===== src/rtl/rob_alloc_if.sv =====
// rob_alloc_if: allocation, commit, flush and head-entry signal bundle for rob_alloc_ctrl
// master = allocation/commit stage driving requests, slave = the ROB controller
interface rob_alloc_if;
  logic        alloc_req;
  logic [3:0]  inst_val_in;
  logic [3:0]  str_en_in;
  logic [3:0]  spec_brch_in;
  logic [63:0] rcvr_pc_in;
  logic [2:0]  cmt_cnt;
  logic        flush;
  logic [19:0] rob_idx_out;
  logic        alloc_stall;
  logic [5:0]  free_cnt;
  logic [4:0]  head_idx;
  logic        head_valid;
  logic        head_str_en;
  logic        head_spec_brch;
  logic [15:0] head_rcvr_pc;
  modport master(
    output alloc_req, inst_val_in, str_en_in, spec_brch_in, rcvr_pc_in, cmt_cnt, flush,
    input  rob_idx_out, alloc_stall, free_cnt, head_idx, head_valid, head_str_en, head_spec_brch, head_rcvr_pc
  );
  modport slave(
    input  alloc_req, inst_val_in, str_en_in, spec_brch_in, rcvr_pc_in, cmt_cnt, flush,
    output rob_idx_out, alloc_stall, free_cnt, head_idx, head_valid, head_str_en, head_spec_brch, head_rcvr_pc
  );
endinterface


===== src/rtl/rob_alloc_ctrl.sv =====
// rob_alloc_ctrl: 32-entry reorder buffer allocator, 4-wide compacted allocate, up to 4 commits, flush
// Ports: clk, rst (sync active-high), bus (rob_alloc_if.slave: request group in, indices/stall/head fields out)
// Option: ROB_ALLOC_CMT_BYPASS_EN lets entries retired this cycle be reallocated in the same cycle
module rob_alloc_ctrl (
  input logic       clk,
  input logic       rst,
  rob_alloc_if.slave bus
);
  logic [31:0] valid_q, valid_d, str_q, brch_q;
  logic [15:0] pc_q [32];
  logic [4:0]  head_q, tail_q;
  logic [5:0]  free_cnt_q, occ, avail;
  logic [2:0]  cmt_lim, committed, n, acc, alloc_n;
  logic [4:0]  idx [4];
  logic [19:0] rob_idx;
  logic        do_alloc;
  assign cmt_lim = bus.cmt_cnt > 3'd4 ? 3'd4 : bus.cmt_cnt;
  assign occ = 6'd32 - free_cnt_q;
  // never retire more than is occupied, so an empty ROB ignores cmt_cnt
  assign committed = 6'(cmt_lim) > occ ? occ[2:0] : cmt_lim;
`ifdef ROB_ALLOC_CMT_BYPASS_EN
  assign avail = free_cnt_q + 6'(committed);
`else
  assign avail = free_cnt_q;
`endif
  // k-th valid slot lands at tail+k; invalid slots report index 0
  always_comb begin
    acc = 3'd0;
    rob_idx = 20'd0;
    for (int k = 0; k < 4; k++) begin
      idx[k] = tail_q + 5'(acc);
      if (bus.inst_val_in[k]) rob_idx[5*k +: 5] = idx[k];
      acc = acc + 3'(bus.inst_val_in[k]);
    end
    n = acc;
  end
  assign bus.rob_idx_out = rob_idx;
  assign bus.alloc_stall = bus.flush | (bus.alloc_req & (6'(n) > avail));
  assign do_alloc = bus.alloc_req & ~bus.alloc_stall;
  assign alloc_n = do_alloc ? n : 3'd0;
  // retire clears come first so a bypassed reallocation of the same entry wins
  always_comb begin
    valid_d = valid_q;
    for (int i = 0; i < 4; i++)
      if (3'(i) < committed) valid_d[head_q + 5'(i)] = 1'b0;
    for (int k = 0; k < 4; k++)
      if (do_alloc && bus.inst_val_in[k]) valid_d[idx[k]] = 1'b1;
    if (bus.flush) valid_d = '0;
  end
  always_ff @(posedge clk) begin
    if (rst) begin
      valid_q    <= '0;
      head_q     <= 5'd0;
      tail_q     <= 5'd0;
      free_cnt_q <= 6'd32;
    end else begin
      valid_q    <= valid_d;
      head_q     <= bus.flush ? 5'd0 : head_q + 5'(committed);
      tail_q     <= bus.flush ? 5'd0 : tail_q + 5'(alloc_n);
      free_cnt_q <= bus.flush ? 6'd32 : free_cnt_q + 6'(committed) - 6'(alloc_n);
    end
  end
  always_ff @(posedge clk) begin
    for (int k = 0; k < 4; k++)
      if (do_alloc && bus.inst_val_in[k]) begin
        str_q[idx[k]]  <= bus.str_en_in[k];
        brch_q[idx[k]] <= bus.spec_brch_in[k];
        pc_q[idx[k]]   <= bus.rcvr_pc_in[16*k +: 16];
      end
  end
  // data fields are never reset, so they are masked by the head valid bit
  assign bus.free_cnt       = free_cnt_q;
  assign bus.head_idx       = head_q;
  assign bus.head_valid     = valid_q[head_q];
  assign bus.head_str_en    = bus.head_valid & str_q[head_q];
  assign bus.head_spec_brch = bus.head_valid & brch_q[head_q];
  assign bus.head_rcvr_pc   = bus.head_valid ? pc_q[head_q] : 16'd0;
endmodule

===== src/flat_wrapper.sv =====
// flat-port wrapper written by rule: the top's interface ports become plain ports
module rob_alloc_ctrl_flat 
  (clk, rst, bus_alloc_req, bus_inst_val_in, bus_str_en_in, bus_spec_brch_in, bus_rcvr_pc_in, bus_cmt_cnt, bus_flush, bus_rob_idx_out, bus_alloc_stall, bus_free_cnt, bus_head_idx, bus_head_valid, bus_head_str_en, bus_head_spec_brch, bus_head_rcvr_pc);
  rob_alloc_if bus_i ();
  input logic clk;
  input logic rst;
  input wire logic [$bits(bus_i.alloc_req)-1:0] bus_alloc_req;
  input wire logic [$bits(bus_i.inst_val_in)-1:0] bus_inst_val_in;
  input wire logic [$bits(bus_i.str_en_in)-1:0] bus_str_en_in;
  input wire logic [$bits(bus_i.spec_brch_in)-1:0] bus_spec_brch_in;
  input wire logic [$bits(bus_i.rcvr_pc_in)-1:0] bus_rcvr_pc_in;
  input wire logic [$bits(bus_i.cmt_cnt)-1:0] bus_cmt_cnt;
  input wire logic [$bits(bus_i.flush)-1:0] bus_flush;
  output wire logic [$bits(bus_i.rob_idx_out)-1:0] bus_rob_idx_out;
  output wire logic [$bits(bus_i.alloc_stall)-1:0] bus_alloc_stall;
  output wire logic [$bits(bus_i.free_cnt)-1:0] bus_free_cnt;
  output wire logic [$bits(bus_i.head_idx)-1:0] bus_head_idx;
  output wire logic [$bits(bus_i.head_valid)-1:0] bus_head_valid;
  output wire logic [$bits(bus_i.head_str_en)-1:0] bus_head_str_en;
  output wire logic [$bits(bus_i.head_spec_brch)-1:0] bus_head_spec_brch;
  output wire logic [$bits(bus_i.head_rcvr_pc)-1:0] bus_head_rcvr_pc;
  assign bus_i.alloc_req = bus_alloc_req;
  assign bus_i.inst_val_in = bus_inst_val_in;
  assign bus_i.str_en_in = bus_str_en_in;
  assign bus_i.spec_brch_in = bus_spec_brch_in;
  assign bus_i.rcvr_pc_in = bus_rcvr_pc_in;
  assign bus_i.cmt_cnt = bus_cmt_cnt;
  assign bus_i.flush = bus_flush;
  assign bus_rob_idx_out = bus_i.rob_idx_out;
  assign bus_alloc_stall = bus_i.alloc_stall;
  assign bus_free_cnt = bus_i.free_cnt;
  assign bus_head_idx = bus_i.head_idx;
  assign bus_head_valid = bus_i.head_valid;
  assign bus_head_str_en = bus_i.head_str_en;
  assign bus_head_spec_brch = bus_i.head_spec_brch;
  assign bus_head_rcvr_pc = bus_i.head_rcvr_pc;
  rob_alloc_ctrl u_core (.clk(clk), .rst(rst), .bus(bus_i));
endmodule

===== config.mk =====
export PLATFORM = sky130hd
export DESIGN_NAME = rob_alloc_ctrl_flat
export DESIGN_NICKNAME = d
export VERILOG_FILES = /design/src/rtl/rob_alloc_if.sv /design/src/rtl/rob_alloc_ctrl.sv /design/src/flat_wrapper.sv
export SDC_FILE = /design/constraint.sdc
export NUM_CORES = 2
export LEC_CHECK = 0
export BUFFER_PORTS_ARGS = -buffer_cell sky130_fd_sc_hd__buf_2
export CAP_MARGIN = 0
export CORE_ASPECT_RATIO = 1.2
export CORE_MARGIN = 5
export CORE_UTILIZATION = 35
export DETAILED_ROUTE_END_ITERATION = 10
export PLACE_DENSITY = 0.59
export SLEW_MARGIN = 0
export SYNTH_ARGS = -nofsm -noshare
export SYNTH_HDL_FRONTEND = slang
export SYNTH_SLANG_ARGS = --single-unit

===== constraint.sdc =====
create_clock -name clk -period 4.7 [get_ports clk]
set_input_delay 0.235 -clock clk [delete_from_list [all_inputs] [get_ports clk]]
set_output_delay 0.235 -clock clk [all_outputs]
set_load 0.02 [all_outputs]

==> run summary <==
Clock tree sinks - 624
Yosys warnings - 0
CP top delay family - buffers and inverters
Post-synth top flop - edfxtp_1
Routed Antenna Nets - 0
DRT Pass-1 Iters - 7
Syn Nets - 5454
Hold Fails Final Rpt - 0
Buf+Inv Stages, Crit Path - 4
Pwr Density - 320 nW/µm²
Fraction of layout cells with a size suffix above 1 - 16.2%
Tcrit/Tclk final - 96.5%
Iter 0 DRT Violations - 6954
First-pass GRT wire length - 322000 µm
Avg Cell Area, Syn - 8.86 µm²
Detail Placement HPWL - 145000 µm
Setup Skew - 0.0350 ns
Initial core utilization - 35.3%
Worst hold path type - input port to flip-flop
Drt drc - 0
Post-DP Area - 50700 µm²
GRT Total Usage - 30.5%
Crit. End Element - output port
Tightest Pin Transition - 1.19 ns
Core outline area - 134000 µm²
Critical Path AT - 4.30 ns
Setup-failing EPs final - 0
Critical path's slowest cell - a31oi_1
Max-cap viol count - 0
Multi-input logic area - 27200 µm²
IO buf count - 133
Layout area overhead - 12.9%
Max Slew Vio Count - 0
Leakage - 19.4 nW
Worst hold path startpoint - rst
Clock buffer depth - 3
Synth top area share - 32.6%
Die W - 345 µm
Tmin final - 4.54 ns
R2r setup slk - 0.49 ns
DR WL/cell - 32.1 µm
Status - complete, no violations
Mapped Cells - 5328
Slew HR - 20.4%
Startpoint Class - flip-flop
Vias/cell - 6.61
RSZ-0062 raised after global routing - no
Vias in the first global route - 44872
Fraction of registers with async set/reset - 0%
Total negative slack - 0 ns
Synthesis-stage register bit count - 624
Die Y - 412 µm
Clk Latency, worst-skew pair - 0.70 ns
CTS tree - yes
Rows - 147
RR Endpoint - u_core.bus.free_cnt[5]
Total gr overflow - 0
Die Area - 142000 µm²
Vias post-DR - 46730
RePlAce Congestion - 0.987
Register area share after synthesis - 37.3%
Hold Crit Depth - 4
RR Startpoint - u_core.bus.free_cnt[1]
Largest stage delay, worst path - 0.80 ns
EDFF count, synth - 512
Count leader, synth - nand2_1
Synth unique cells - 91
Most common cell on crit path - buf_4
Setup CP Type - flip-flop to output port
Htree depth - 3
Net count, final - 5342
Top cells by area, synth - edfxtp_1 (33%), nand2_1 (8.1%), mux2i_1 (7.9%)
CP cell instances - buf_4 -> nor3_2 -> buf_4 -> a22oi_1 -> nand4_1 -> clkinv_1 -> a31oi_1 -> buf_2
Worst r2r path cells - 18
F_max - 0.220 GHz
WP data required - 4.47 ns
Boundary Pins - 134
Synth area leader - edfxtp_1
Cts repair resizes - 0
Crit-path max FO - 27
Antenna violations before repair - 12
Reg area - 17600 µm²
FILL cells - 13139
Cell area after synthesis - 47200 µm²
Worst-path clk slew - 0.06 ns
Detailed Route WL - 227000 µm
Root buffer cell - clkbuf_16
Largest net degree at the start of global routing - 49
CTS Buf Count - 73
Hold endpoint - u_core.bus.free_cnt[5]
Synth cell count leaders - nand2_1 (1020), o21ai_0 (697), edfxtp_1 (512), clkbuf_1 (496), mux2i_1 (371)
Peak ir drop on the vdd network - 0.309 mV
Finished Cell Area - 53300 µm²
[report_power, final]
part / internal (mW) / switching [mW]
Sequential: 6.13 / 0.137
Combinational: 1.52 / 3.16
Clock: 3.50 / 2.63
Total: 11.1 / 5.93
[stage by stage]
stage	utilization [%]	worst slack [ns]	hold slack [ns]	std cells	total power, mW
floorplan	-	0.0213	0.356	5328	9.18
global placement	37.9	0.139	0.472	6927	10.9
detailed placement	37.9	0.0752	0.480	6927	10.9
CTS	39.8	0.272	0.105	7064	16.9
global route	39.8	0.126	0.164	7067	17.5
finish	39.8	0.163	0.124	7071	17.1
[layout by cell type, fill, tap and decap left out, types with 37 or more instances in the layout]
cell,count
a211oi_1,61
a21o_1,127
a21oi_1,185
a22oi_1,87
a31oi_1,37
and2_1,39
and3_1,97
buf_12,53
buf_2,133
buf_4,236
clkbuf_16,74
dfxtp_1,110
edfxtp_1,512
inv_1,40
mux2_2,77
mux2i_1,371
mux4_2,152
nand2_1,1020
nand3_1,162
nor2_1,190
nor2b_1,54
nor3_1,50
o211ai_1,109
o21ai_0,696
o21ai_1,39
o22ai_1,38
[per-layer routing]
layer / part of all wire, % / track usage, % / vias up
met2: 46 / 49.6 / 3603
li1: - / - / 19551
met3: 11 / 6.89 / 938
met4: 8.5 / 22.8 / 6
met1: 34 / 35.2 / 22632
met5: 0.020 / 0 / -
[worst max-delay path by stage]
stage / from / to / slack [ns] / cells past startpoint
CTS: u_core.bus.head_idx[3] / bus_head_rcvr_pc[5] / 0.27 / 10
global route: u_core.bus.free_cnt[1] / u_core.bus.free_cnt[5] / 0.13 / 18
detailed placement: bus_inst_val_in[0] / u_core.pc_q[13][10] / 0.08 / 13
floorplan: u_core.bus.free_cnt[0] / u_core.bus.free_cnt[5] / 0.02 / 22
global placement: bus_inst_val_in[0] / u_core.pc_q[13][10] / 0.14 / 13
finish: u_core.bus.head_idx[2] / bus_head_rcvr_pc[5] / 0.16 / 8
[flip-flops by register name, summed over array words and instances, names as in the netlist]
name / cells
u_core.brch_q: 32
u_core.bus.head_idx: 5
u_core.valid_q: 32
u_core.str_q: 32
u_core.pc_q: 512
u_core.bus.free_cnt: 6
u_core.tail_q: 5
[tightest hold or removal path, delay by kind of cell]
family	cells	cell delay, ns
AND/OR/NAND/NOR	2	0.14
buffers and inverters	2	0.38
[repair_timing]
action,4_1_cts,5_1_grt
setup buffers,0,0
hold buffers,2,0
hold endpoints to repair,5,0
[layout make-up]
| cell class | instances | area share, % |
|---|---|---|
| Antenna cell | 7 | 0.0329 |
| Clock buffer | 91 | 3.69 |
| Clock inverter | 44 | 1.01 |
| Inverter | 43 | 0.303 |
| Multi-Input combinational cell | 4050 | 51.1 |
| Sequential cell | 624 | 33.1 |
| Tap cell | 1788 | 4.20 |
| Timing Repair Buffer | 424 | 6.60 |
[cell families (layout without fill, tap and decap cells)]
group,count (synthesis),in the layout,synth area share [%]
buffers and inverters,654,602,5.58
DFF,624,624,37.3
xor gates and xnor gates,35,35,0.745
other,0,7,0
adders and majority gates,43,43,1.28
muxes,600,600,17.0
and+or+nand+nor,1765,1765,16.6
AOI/OAI and AO/OA,1607,1607,21.5
Power figures use the tool's default switching activity.
